## src/rtl/tx_frame_arbiter.sv

```systemverilog
// tx_frame_arbiter: shares one GMII transmit framer among NREQ frame sources.
// Whole-frame round-robin grants, frame-level lock, minimum inter-frame gap
// and a hard maximum frame length with forced abort. GTX_CLK domain only.
module tx_frame_arbiter #(
  parameter int OCT        = 8,
  parameter int NREQ       = 4,
  parameter int IFG_CYCLES = 12,
  parameter int MAX_LEN    = 1518
) (
  input  logic                GTX_CLK,
  input  logic                rst,
  input  logic [NREQ-1:0]     req,
  output logic [NREQ-1:0]     gnt,
  input  logic [NREQ-1:0]     src_valid,
  input  logic [NREQ*OCT-1:0] src_data,
  input  logic [NREQ-1:0]     src_last,
  output logic [NREQ-1:0]     src_ready,
  output logic                out_valid,
  output logic [OCT-1:0]      out_data,
  output logic                out_last,
  output logic                out_err,
  input  logic                out_ready,
  output logic                busy,
  output logic [15:0]         abort_cnt
);

  localparam int IDXW = (NREQ > 1) ? $clog2(NREQ) : 1;
  localparam int IFGW = (IFG_CYCLES > 1) ? $clog2(IFG_CYCLES + 1) : 1;

  typedef enum logic [1:0] {
    IDLE  = 2'd0,
    GRANT = 2'd1,
    IFG   = 2'd2
  } state_t;

  state_t            state, state_nxt;
  logic [NREQ-1:0]   gnt_nxt;
  logic [IDXW-1:0]   sel, sel_nxt;
  logic [IDXW-1:0]   rr_ptr, rr_nxt;
  logic [15:0]       byte_cnt, byte_nxt;
  logic [IFGW-1:0]   ifg_cnt, ifg_nxt;
  logic [15:0]       abort_nxt;

  logic [IDXW-1:0]   pick;
  logic              pick_ok;
  logic [NREQ-1:0]   pick_onehot;

  logic              in_grant;
  logic              cur_valid;
  logic              cur_last;
  logic [OCT-1:0]    cur_data;
  logic              xfer;
  logic              at_max;
  logic              abort_hit;

  // Round-robin search starting at rr_ptr; first requester found wins.
  always_comb begin
    int unsigned idx;
    pick        = '0;
    pick_ok     = 1'b0;
    pick_onehot = '0;
    idx         = 0;
    for (int unsigned k = 0; k < NREQ; k++) begin
      idx = (32'(rr_ptr) + k) % NREQ;
      if (!pick_ok && req[idx]) begin
        pick    = IDXW'(idx);
        pick_ok = 1'b1;
      end
    end
    pick_onehot[pick] = 1'b1;
  end

  // Granted-source byte path and frame-end detection.
  always_comb begin
    in_grant  = (state == GRANT);
    cur_valid = src_valid[sel];
    cur_last  = src_last[sel];
    cur_data  = src_data[32'(sel)*OCT +: OCT];
    xfer      = in_grant & cur_valid & out_ready;
    at_max    = (byte_cnt == 16'(MAX_LEN - 1));
    // Abort flag depends only on the presented byte so it is stable while
    // the framer back-pressures; it takes effect on the actual transfer.
    abort_hit = in_grant & cur_valid & ~cur_last & at_max;
  end

  // Output drive; nothing reaches the framer outside GRANT.
  always_comb begin
    out_valid = in_grant & cur_valid;
    out_data  = in_grant ? cur_data : '0;
    out_last  = in_grant & cur_valid & (cur_last | abort_hit);
    out_err   = abort_hit;
    src_ready = gnt & {NREQ{in_grant & out_ready}};
    busy      = (state != IDLE);
  end

  // Next-state logic for grant, frame counting, abort accounting and gap.
  always_comb begin
    state_nxt = state;
    gnt_nxt   = gnt;
    sel_nxt   = sel;
    rr_nxt    = rr_ptr;
    byte_nxt  = byte_cnt;
    ifg_nxt   = ifg_cnt;
    abort_nxt = abort_cnt;
    unique case (state)
      IDLE: begin
        if (pick_ok) begin
          gnt_nxt   = pick_onehot;
          sel_nxt   = pick;
          state_nxt = GRANT;
        end
      end
      GRANT: begin
        if (xfer) begin
          if (cur_last || at_max) begin
            gnt_nxt   = '0;
            rr_nxt    = (sel == IDXW'(NREQ - 1)) ? '0 : sel + 1'b1;
            byte_nxt  = '0;
            ifg_nxt   = '0;
            state_nxt = IFG;
            if (!cur_last && abort_cnt != 16'hFFFF) begin
              abort_nxt = abort_cnt + 16'd1;
            end
          end else begin
            byte_nxt = byte_cnt + 16'd1;
          end
        end
      end
      IFG: begin
        if (ifg_cnt == IFGW'(IFG_CYCLES - 1)) begin
          ifg_nxt   = '0;
          state_nxt = IDLE;
        end else begin
          ifg_nxt = ifg_cnt + 1'b1;
        end
      end
      default: begin
        state_nxt = IDLE;
        gnt_nxt   = '0;
      end
    endcase
  end

  // State register with synchronous reset.
  always_ff @(posedge GTX_CLK) begin
    if (rst) begin
      state     <= IDLE;
      gnt       <= '0;
      sel       <= '0;
      rr_ptr    <= '0;
      byte_cnt  <= '0;
      ifg_cnt   <= '0;
      abort_cnt <= '0;
    end else begin
      state     <= state_nxt;
      gnt       <= gnt_nxt;
      sel       <= sel_nxt;
      rr_ptr    <= rr_nxt;
      byte_cnt  <= byte_nxt;
      ifg_cnt   <= ifg_nxt;
      abort_cnt <= abort_nxt;
    end
  end

endmodule

```

## config.mk

```make
export PLATFORM = sky130hd
export DESIGN_NAME = tx_frame_arbiter
export DESIGN_NICKNAME = d
export VERILOG_FILES = /design/src/rtl/tx_frame_arbiter.sv
export SDC_FILE = /design/constraint.sdc
export NUM_CORES = 1
export LEC_CHECK = 0
export ABC_AREA = 1
export CAP_MARGIN = 0
export CORE_MARGIN = 3
export CORE_UTILIZATION = 49
export DETAILED_ROUTE_END_ITERATION = 10
export PLACE_DENSITY = 0.81
export SKIP_CTS_REPAIR_TIMING = 1
export SYNTH_ARGS = -nofsm -noshare
export SYNTH_HDL_FRONTEND = slang
export SYNTH_SLANG_ARGS = --single-unit
```

## constraint.sdc

```tcl
create_clock -name GTX_CLK -period 1.93 [get_ports GTX_CLK]
set_input_delay 0.193 -clock GTX_CLK [delete_from_list [all_inputs] [get_ports GTX_CLK]]
set_output_delay 0.193 -clock GTX_CLK [all_outputs]
set_load 0.1 [all_outputs]
```

==> Word-level counts from Yosys, hierarchy flattened <==
Index checks and enable logic that the tools add are counted.
{ "word_totals": {"register_bits": 46, "input_bits": 47, "out_inout_bits": 36, "wordCells": 98} }
{ "op_classes": {"addsub": 7, "order_cmp": 7, "n_eq_ne": 10, "shift": 1, "n_mux": 36, "bitwise_logic": 10, "n_reduce_logical": 20} }
{ "ops": {"columns": ["op", "count"], "rows": [
  ["$add 16x1->16 const B", 2],
  ["$shiftx 32x6->8", 1],
  ["$lt 2x3->1 const B", 6],
  ["$mux 2", 9],
  ["$eq 16x11->1 const B", 1],
  ["$mux 16", 1],
  ["$mux 4", 4],
  ["$ne 16x16->1 const B", 1],
  ["$bmux 1 s2", 6],
  ["$pmux 4 s3", 1],
  ["$reduce_and 4->1", 3],
  ["$mux 1", 11],
  ["$mux 8", 1],
  ["$pmux 4 s2", 1],
  ["$and 1x1->1", 6],
  ["$pmux 2 s3", 1],
  ["$reduce_and 3->1", 2],
  ["$logic_and 1x1->1", 5],
  ["$add 2x1->2 const B", 2],
  ["$add 2x2->2 const B", 2],
  ["$add 4x1->4 const B", 1],
  ["$and 4x4->4", 1],
  ["$eq 2x2->1 const B", 2],
  ["$eq 4x4->1 const B", 1],
  ["12 further kinds", 20]
]} }

==> Longest topological paths before layout <==
{ "logic_depth": {"ltp_word": 18, "depth_mapped": 12, "ltp_nobuf": 12} }

==> Worst setup path before layout <==
OpenSTA, ideal clock, no wires.
{ "synth_path": {"path_type": "reg-to-output", "from": "register state[0]", "to": "output port out_err", "t_arrival_ps": 4294, "t_required_ps": 1737, "path_slack_ps": -2557, "stages_incl_launch_ff": 7, "n_path_buf": 0, "path_cell_list": "dfxtp_1 > inv_1 > nor2_2 > clkinv_1 > nor2_1 > inv_1 > nor3_1"} }
{ "synth_via": {"elab_chain_len": 4} }
{ "synth_lines": {"columns": ["item", "line_no", "rtl"], "rows": [
  ["from (decl)", "36", "state_t state, state_nxt;"],
  ["from (signal assigned)", "155", "state <= state_nxt;"],
  ["$eq 2x1->1", "75", "in_grant = (state == GRANT);"],
  ["$and 1x1->1", null, null],
  ["named net out_valid", "18", "output logic out_valid,"],
  ["$and 1x1->1 (2 in a row)", "83", "abort_hit = in_grant & cur_valid & ~cur_last & at_max;"],
  ["to (decl)", "21", "output logic out_err,"]
]} }
The timed path passes the listed nets, and every way through them passes these cells.

==> Final worst setup path <==
{ "layout_path": {"from": "register sel[0]", "to": "output port out_last"} }
{ "layout_via": {"elab_chain_len": 7, "elab_cells_between_ends": 10, "classes_between": "4 x mux; 6 x bitwise"} }
{ "layout_lines": {"columns": ["item", "line_no", "rtl"], "rows": [
  ["from (decl)", "38", "logic [IDXW-1:0] sel, sel_nxt;"],
  ["from (signal assigned)", "157", "sel <= sel_nxt;"],
  ["$bmux 1 s2, on equally long branches", "76, 77", null],
  ["$mux 1, on equally long branches", "76, 77", null],
  ["$and 1x1->1 or $not 1->1 (tied branches)", "83, 90", null],
  ["$and 1x1->1 (2 in a row)", "83", null],
  ["$or 1x1->1", "90", "out_last = in_grant & cur_valid & (cur_last | abort_hit);"],
  ["$and 1x1->1 (*)", "90", null],
  ["to (decl)", "20", "output logic out_last,"]
]} }
Mark *: on every way between the ends. The rest lies on a longest branch, timed or not. The select of a mux whose other input is x is not followed.

==> impl_metrics.tcl <==
set metrics [dict create \
    run_status "finished clean" \
    syn_avg_cell_area_sq_um 6.19 \
    max_slew.worst_pin.slew_ns 0.484 \
    routed_wirelength_um 9150 \
    yosysTopAreaCellShare_pct 29.3 \
    slowest_stage "sky130_fd_sc_hd__dfxtp_4" \
    setup.worst_path.class "flop to output port" \
    yosys_register_bits 46 \
    syn_nets 559 \
    static-leakage-power_nw 1.88 \
    grt_pass1_wl_um 15300 \
    timing_max_transition_violations_final 0 \
    wirelength_met1_um 3890 \
    floorplan.initialDensity_pct 51.8 \
    peakVddDrop_v 0.000578 \
    crit_top_cell "sky130_fd_sc_hd__nand2_1" \
    wl_met2_um 4650 \
    overall_power_mw 3.62 \
    hpwl_um 7060 \
    worstPathBufferInverterCount 4 \
    top_signal_layer_used "met4" \
    cpPeakStageDelay_ns 0.45 \
    detailedPlace.worstSlack_ns -0.0406 \
    die_height_um 86.0 \
    endpoint_arrival_time_on_the_critical_path_ns 1.69 \
    cts_root_buf "sky130_fd_sc_hd__clkbuf_8" \
    detail_route.first_pass.iterations 5 \
    cp-end-kind "output port" \
    maximum_buffer_depth_of_the_clock_tree 2 \
    cts_made_buffers 5 \
    post_synth_main_area_contributors "sky130_fd_sc_hd__dfxtp_1 29%, sky130_fd_sc_hd__nand2_1 16%, sky130_fd_sc_hd__nor2_1 8.7%" \
    layout-drive-gt1-share_pct 24.1 \
    period_needed_ns 1.89 \
    cts_sink_cnt 46 \
    dr_wl_met3_um 491 \
    final_net_count 662 \
    ctsHtreeMaxLevel 2 \
    numPortBuffers 82 \
    critical_path.cell_chain "inv_6 -> nand2_1 -> nand2_1 -> mux2i_4 -> buf_4 -> nand2_4 -> inv_2 -> nor2_4 -> buf_12" \
    final_core_util_pct 76.7 \
    rsz0062_at_grt "yes" \
    detailroute.via_count 3643 \
    powerDensity_mw_per_mm2 778 \
    finalCritPeriodShare_pct 97.8 \
    setup-violations-final 0 \
    yosysWarningCount 0 \
    detail-route-antenna-nets 0 \
    max-slew-margin-rel_pct 67.6 \
    largest_delay_share_family_worst_path "buffers and inverters" \
    report.final.hold_viol_count 0 \
    timing.final.ws_setup_ns 0.0432 \
    fin_skew_ns 0.00764 \
    synth_cell_type_count 35 \
    fraction_of_the_yosys_area_taken_by_sequential_cells_pct 29.3 \
    globalRouteOverflowTotal 0 \
    clock_pin_slew_reported_for_the_worst_setup_and_hold_paths_after_clock_tree_synthesis_ns 0.09 \
    cts_tree "built" \
    cell_area_after_technology_mapping_sq_mm 0.00314 \
    synth_top_cell_by_area "sky130_fd_sc_hd__dfxtp_1" \
    critPathLaunchType "flop" \
    route.detailed.vias_per_inst 5.31 \
    die-width_um 86.0 \
    req_time_crit_path_ns 1.74 \
    syn_inst 507 \
    fp.dieArea_sq_mm 0.00740 \
    drc 0 \
    clock_insertion_delay_worst_skew_ns 0.31 \
    worstPathMaxFanout 12 \
    grt_antenna_before_repair 0 \
    rows 28 \
    holdWs_ns 0.479 \
    ioPinCount 83 \
    relative_area_change_from_synthesis_to_final_layout_pct 48.0 \
    grt_pass1_vias 3405 \
    wl_per_cell_um 13.3 \
    place.gp.congestion 0.904 \
    drt_first_iter_violations 167 \
    fmaxAchievable_mhz 530 \
    hold_path_class "flop to flop" \
    grt_max_degree 18 \
    antenna_cell_count 0 \
    placeableCoreArea_sq_mm 0.00606 \
    grt_util_all_layers_pct 25.0 \
    drv_cap 0 \
]
-- power breakdown --
group	leakage, nW	switching (mW)	internal, mW
sequential	0.384	0.0589	0.992
clock	0.0514	0.334	0.386
combinational	1.44	1.20	0.646
-- final timing paths --
check,depth (start not counted),from,slack (ns),endpoint
max,9,sel[0]$_SDFFE_PP0P_,0.04,out_last
min,2,ifg_cnt[2]$_SDFFE_PP0P_,0.48,ifg_cnt[2]$_SDFFE_PP0P_
max reg2reg,12,sel[0]$_SDFFE_PP0P_,0.11,byte_cnt[8]$_SDFFE_PP0P_
min reg2reg,2,ifg_cnt[2]$_SDFFE_PP0P_,0.48,ifg_cnt[2]$_SDFFE_PP0P_
-- state kept, by name, indices dropped and copies added, names as in the netlist --
signal / flops
sel: 2
ifg_cnt: 4
byte_cnt: 16
abort_cnt: 16
rr_ptr: 2
state: 2
gnt: 4
-- placed cells by master, fill, tap and decap left out, types with 3 or more instances in the layout --
cell / instances
sky130_fd_sc_hd__a21oi_1: 42
sky130_fd_sc_hd__a21oi_2: 3
sky130_fd_sc_hd__a21oi_4: 5
sky130_fd_sc_hd__buf_12: 17
sky130_fd_sc_hd__buf_4: 44
sky130_fd_sc_hd__clkbuf_8: 5
sky130_fd_sc_hd__clkdlybuf4s50_1: 46
sky130_fd_sc_hd__dfxtp_1: 23
sky130_fd_sc_hd__dfxtp_2: 20
sky130_fd_sc_hd__dfxtp_4: 3
sky130_fd_sc_hd__ha_1: 4
sky130_fd_sc_hd__inv_1: 43
sky130_fd_sc_hd__inv_2: 11
sky130_fd_sc_hd__nand2_1: 130
sky130_fd_sc_hd__nand2_2: 3
sky130_fd_sc_hd__nand2_4: 3
sky130_fd_sc_hd__nand3_1: 31
sky130_fd_sc_hd__nand3_2: 3
sky130_fd_sc_hd__nand3b_1: 3
sky130_fd_sc_hd__nand4_1: 14
sky130_fd_sc_hd__nor2_1: 66
sky130_fd_sc_hd__nor2_4: 12
sky130_fd_sc_hd__nor3_1: 7
sky130_fd_sc_hd__nor3_2: 4
sky130_fd_sc_hd__o21ai_0: 22
sky130_fd_sc_hd__o21ai_1: 5
sky130_fd_sc_hd__xnor2_1: 4
sky130_fd_sc_hd__xor2_1: 14
-- final cells by class --
type | instances | area (sq um)
sequential | 46 | 957
inverter | 56 | 220
tap | 75 | 93.8
timing repair buffer | 109 | 1150
clock buffer | 6 | 72.6
multi-input combinational | 392 | 2110
clock inverter | 2 | 37.5
fill | 458 | 1410
-- Yosys cell counts (all sizes together) --
| cell | number |
|---|---|
| a31oi | 2 |
| inv | 55 |
| nor4 | 2 |
| o41ai | 1 |
| nand3b | 3 |
| clkbuf | 5 |
| a21oi | 50 |
| nand3 | 34 |
| nand2 | 136 |
| clkinv | 1 |
| nor2 | 79 |
| or2 | 2 |
| xnor2 | 4 |
| xor2 | 14 |
| buf | 8 |
| mux2i | 1 |
| nand4 | 15 |
| ha | 5 |
| o21a | 2 |
| dfxtp | 46 |
| o21ai | 28 |
| o211ai | 1 |
| nor3 | 12 |
| a211oi | 1 |
-- cell families after synthesis --
kind of cell	Yosys count	synth area share, %
buffers and inverters	69	8.89
AO/OA/AOI/OAI	85	14.1
multiplexers	1	0.717
AND/OR/NAND/NOR	283	40.0
flip-flops	46	29.3
adder cells (fa/ha/maj)	5	1.99
XOR/XNOR	18	5.02
-- worst reg2reg max path, delay by kind of cell (launching register included) --
| kind | cells | cell delay (ns) |
|---|---|---|
| DFF | 1 | 0.45 |
| and+or+nand+nor | 6 | 0.61 |
| muxes | 1 | 0.18 |
| buffers and inverters | 5 | 0.53 |
-- through the flow --
step | area [sq um] | std cells | setup TNS, ns
2_1_floorplan | 3310 | 507 | -1.25
3_3_place_gp | 4390 | 669 | 0
3_5_place_dp | 4390 | 669 | -0.0486
4_1_cts | 4500 | 677 | -0.298
5_1_grt | 4650 | 686 | -0.0874
6_report | 4650 | 686 | 0
-- layer usage --
metal  vias to the layer above  GRT usage (%)
met5                         -              0
met4                         0           7.63
met3                        13           4.13
met2                       117           42.7
met1                      1663           32.2
li1                       1850              -
Power figures use the tool's default switching activity.
==> variant: new RTL, same flow settings <==
The 3 states of `state_t` get a one-hot encoding in 3 bits.
--- a/src/rtl/tx_frame_arbiter.sv
+++ b/src/rtl/tx_frame_arbiter.sv
@@ -28,8 +28,8 @@
   localparam int IFGW = (IFG_CYCLES > 1) ? $clog2(IFG_CYCLES + 1) : 1;
 
-  typedef enum logic [1:0] {
-    IDLE  = 2'd0,
-    GRANT = 2'd1,
-    IFG   = 2'd2
+  typedef enum logic [2:0] {
+    IDLE  = 3'b001,
+    GRANT = 3'b010,
+    IFG   = 3'b100
   } state_t;
 
Function: no difference found for any inputs over 4 cycles, from zero or initial values and one cycle with rst high; so few cycles prove little.
==> variant against the original RTL <==
  * Design area fell by 1.8%
  * Combinational power rose by 18%
  * Sequential cell count rose by 1
  * Global-route usage rose by 0.58 points
  * Total power rose by 11%
  * Synthesized cell count rose by 3.4%
  * Utilization fell by 2.2 points
  * Routed wire length rose by 2.0%
  * Critical path depth fell by 1
  * Setup slack improved by 0.027 ns
  * Synthesized area rose by 2.7%
  * Hold slack improved by 0.012 ns
==> variant: results (changes against the original RTL) <==
crit path to=out_err; via count=3660 (+0.47%); RePlAce Congestion=0.909 (+0.54%); largest net degree at the start of global routing=25 (+7); reg2reg path depth=10 (-2); total global-route track usage=25.6% (+0.58 points); drt pass-1 iters=4 (-1); Max-slew headroom=70.5% (+2.8 points); status=finished, final reports clean; Critical path origin=byte_cnt[1]; sequential share of the synthesized area=29.2% (-0.15 points); flop-to-flop setup slack=0.13 ns (+0.02 ns); clk_skew=0.00926 ns (+0.00162 ns); CP arrival=1.67 ns (-0.02 ns); P_leak=1.89 nW (+0.65%); minimum clock period=1.86 ns (-0.0271 ns); synth unique cells=36 (+2.9%); R2R Path Start=abort_cnt[0]; layout cells sized above 1=22.0% (-2.0 points); Final HPWL DP=7120 microns (+0.84%); clk root buf=clkbuf_8; Worst Path Max Fanout=2 (-10); final wirelength=9330 microns (+2.0%); final net count=669 (+1.1%); vias in the first global route=3427 (+0.65%); reg2reg end=abort_cnt[10]; Iteration-0 DRC Markers=190 (+14%); Max IR drop VDD=0.804 mV (+39%); dpl ws=0.0502 ns (+0.0908 ns); top post-synthesis cells by area=dfxtp_1 29%, nand2_1 16%, nor2_1 9.1%; list of most frequent post-synthesis cells=141 x nand2_1, 78 x nor2_1, 47 x dfxtp_1, 46 x inv_1, 43 x a21oi_1
## variant: cell count changes after synthesis, sizes merged, moves of 2 or more
cell and delta:
a31oi +3, nand3 +6, a21oi -7, nand4 -3, clkbuf +2, xor2 -2
nor3 +4, nand2 +11, o21a -2, nor3b +3, nor4 -2, inv +3
## variant: cell type report
cell class	instances	area [sq um]
fillers	470	1570
multi-input cells	404	2080
well taps	75	93.8
repair buffers	100	1070
inverters	59	226
clock inverters	1	30.0
clock buffers	6	72.6
flip-flops and latches	47	985
## variant: logic make-up (layout without fill, tap and decap cells)
| group | count (synthesis) | after routing | share of synthesized area [%] |
|---|---|---|---|
| AO/OA/AOI/OAI | 80 | 80 | 13.5 |
| flip-flops | 47 | 47 | 29.2 |
| buffers and inverters | 73 | 166 | 9.31 |
| AND/OR/NAND/NOR | 303 | 303 | 41.8 |
| XOR/XNOR | 16 | 16 | 4.35 |
| adder cells (fa/ha/maj) | 5 | 5 | 1.94 |
## variant: metal layers
layer / track usage [%] / wire length, microns
met5: 0 / 0
met4: 8.37 / 209
met3: 4.64 / 472
met2: 42.8 / 4540
met1: 33.4 / 4100
## variant: critical path, cell delays in order, from the launching register on
cell and delay, ns:
dfxtp_4 0.35, inv_1 0.05, ha_2 0.15, nand3_1 0.07, nor2_1 0.11, nand2_2 0.09, buf_6 0.13, nor3_4 0.20
buf_12 0.20
## variant: power breakdown
group | total (mW) | internal [mW] | switching [mW]
clock network | 0.728 | 0.380 | 0.347
logic | 2.17 | 0.732 | 1.43
registers | 1.12 | 1.04 | 0.0824
## variant: how the worst min path moves through the flow
| stage | end | slack [ns] | depth (start not counted) |
|---|---|---|---|
| 6_report | byte_cnt[6] | 0.49 | 1 |
| 5_1_grt | abort_cnt[7] | 0.52 | 2 |
| 4_1_cts | abort_cnt[11] | 0.50 | 2 |
| 3_5_place_dp | abort_cnt[11] | 0.48 | 2 |
| 3_3_place_gp | abort_cnt[15] | 0.47 | 2 |
| 2_1_floorplan | ifg_cnt[0] | 0.46 | 1 |
## variant: through the flow
stage / std cells / instance area, sq um / utilization (%) / TNS [ns]
after global routing: 692 / 4560 / 74.4 / -0.0241
after detailed placement: 682 / 4400 / 71.7 / 0
final: 692 / 4560 / 74.4 / 0
after global placement: 682 / 4400 / 71.7 / 0
after CTS: 689 / 4500 / 73.4 / -0.146
after floorplan: 524 / 3340 / - / -2.12
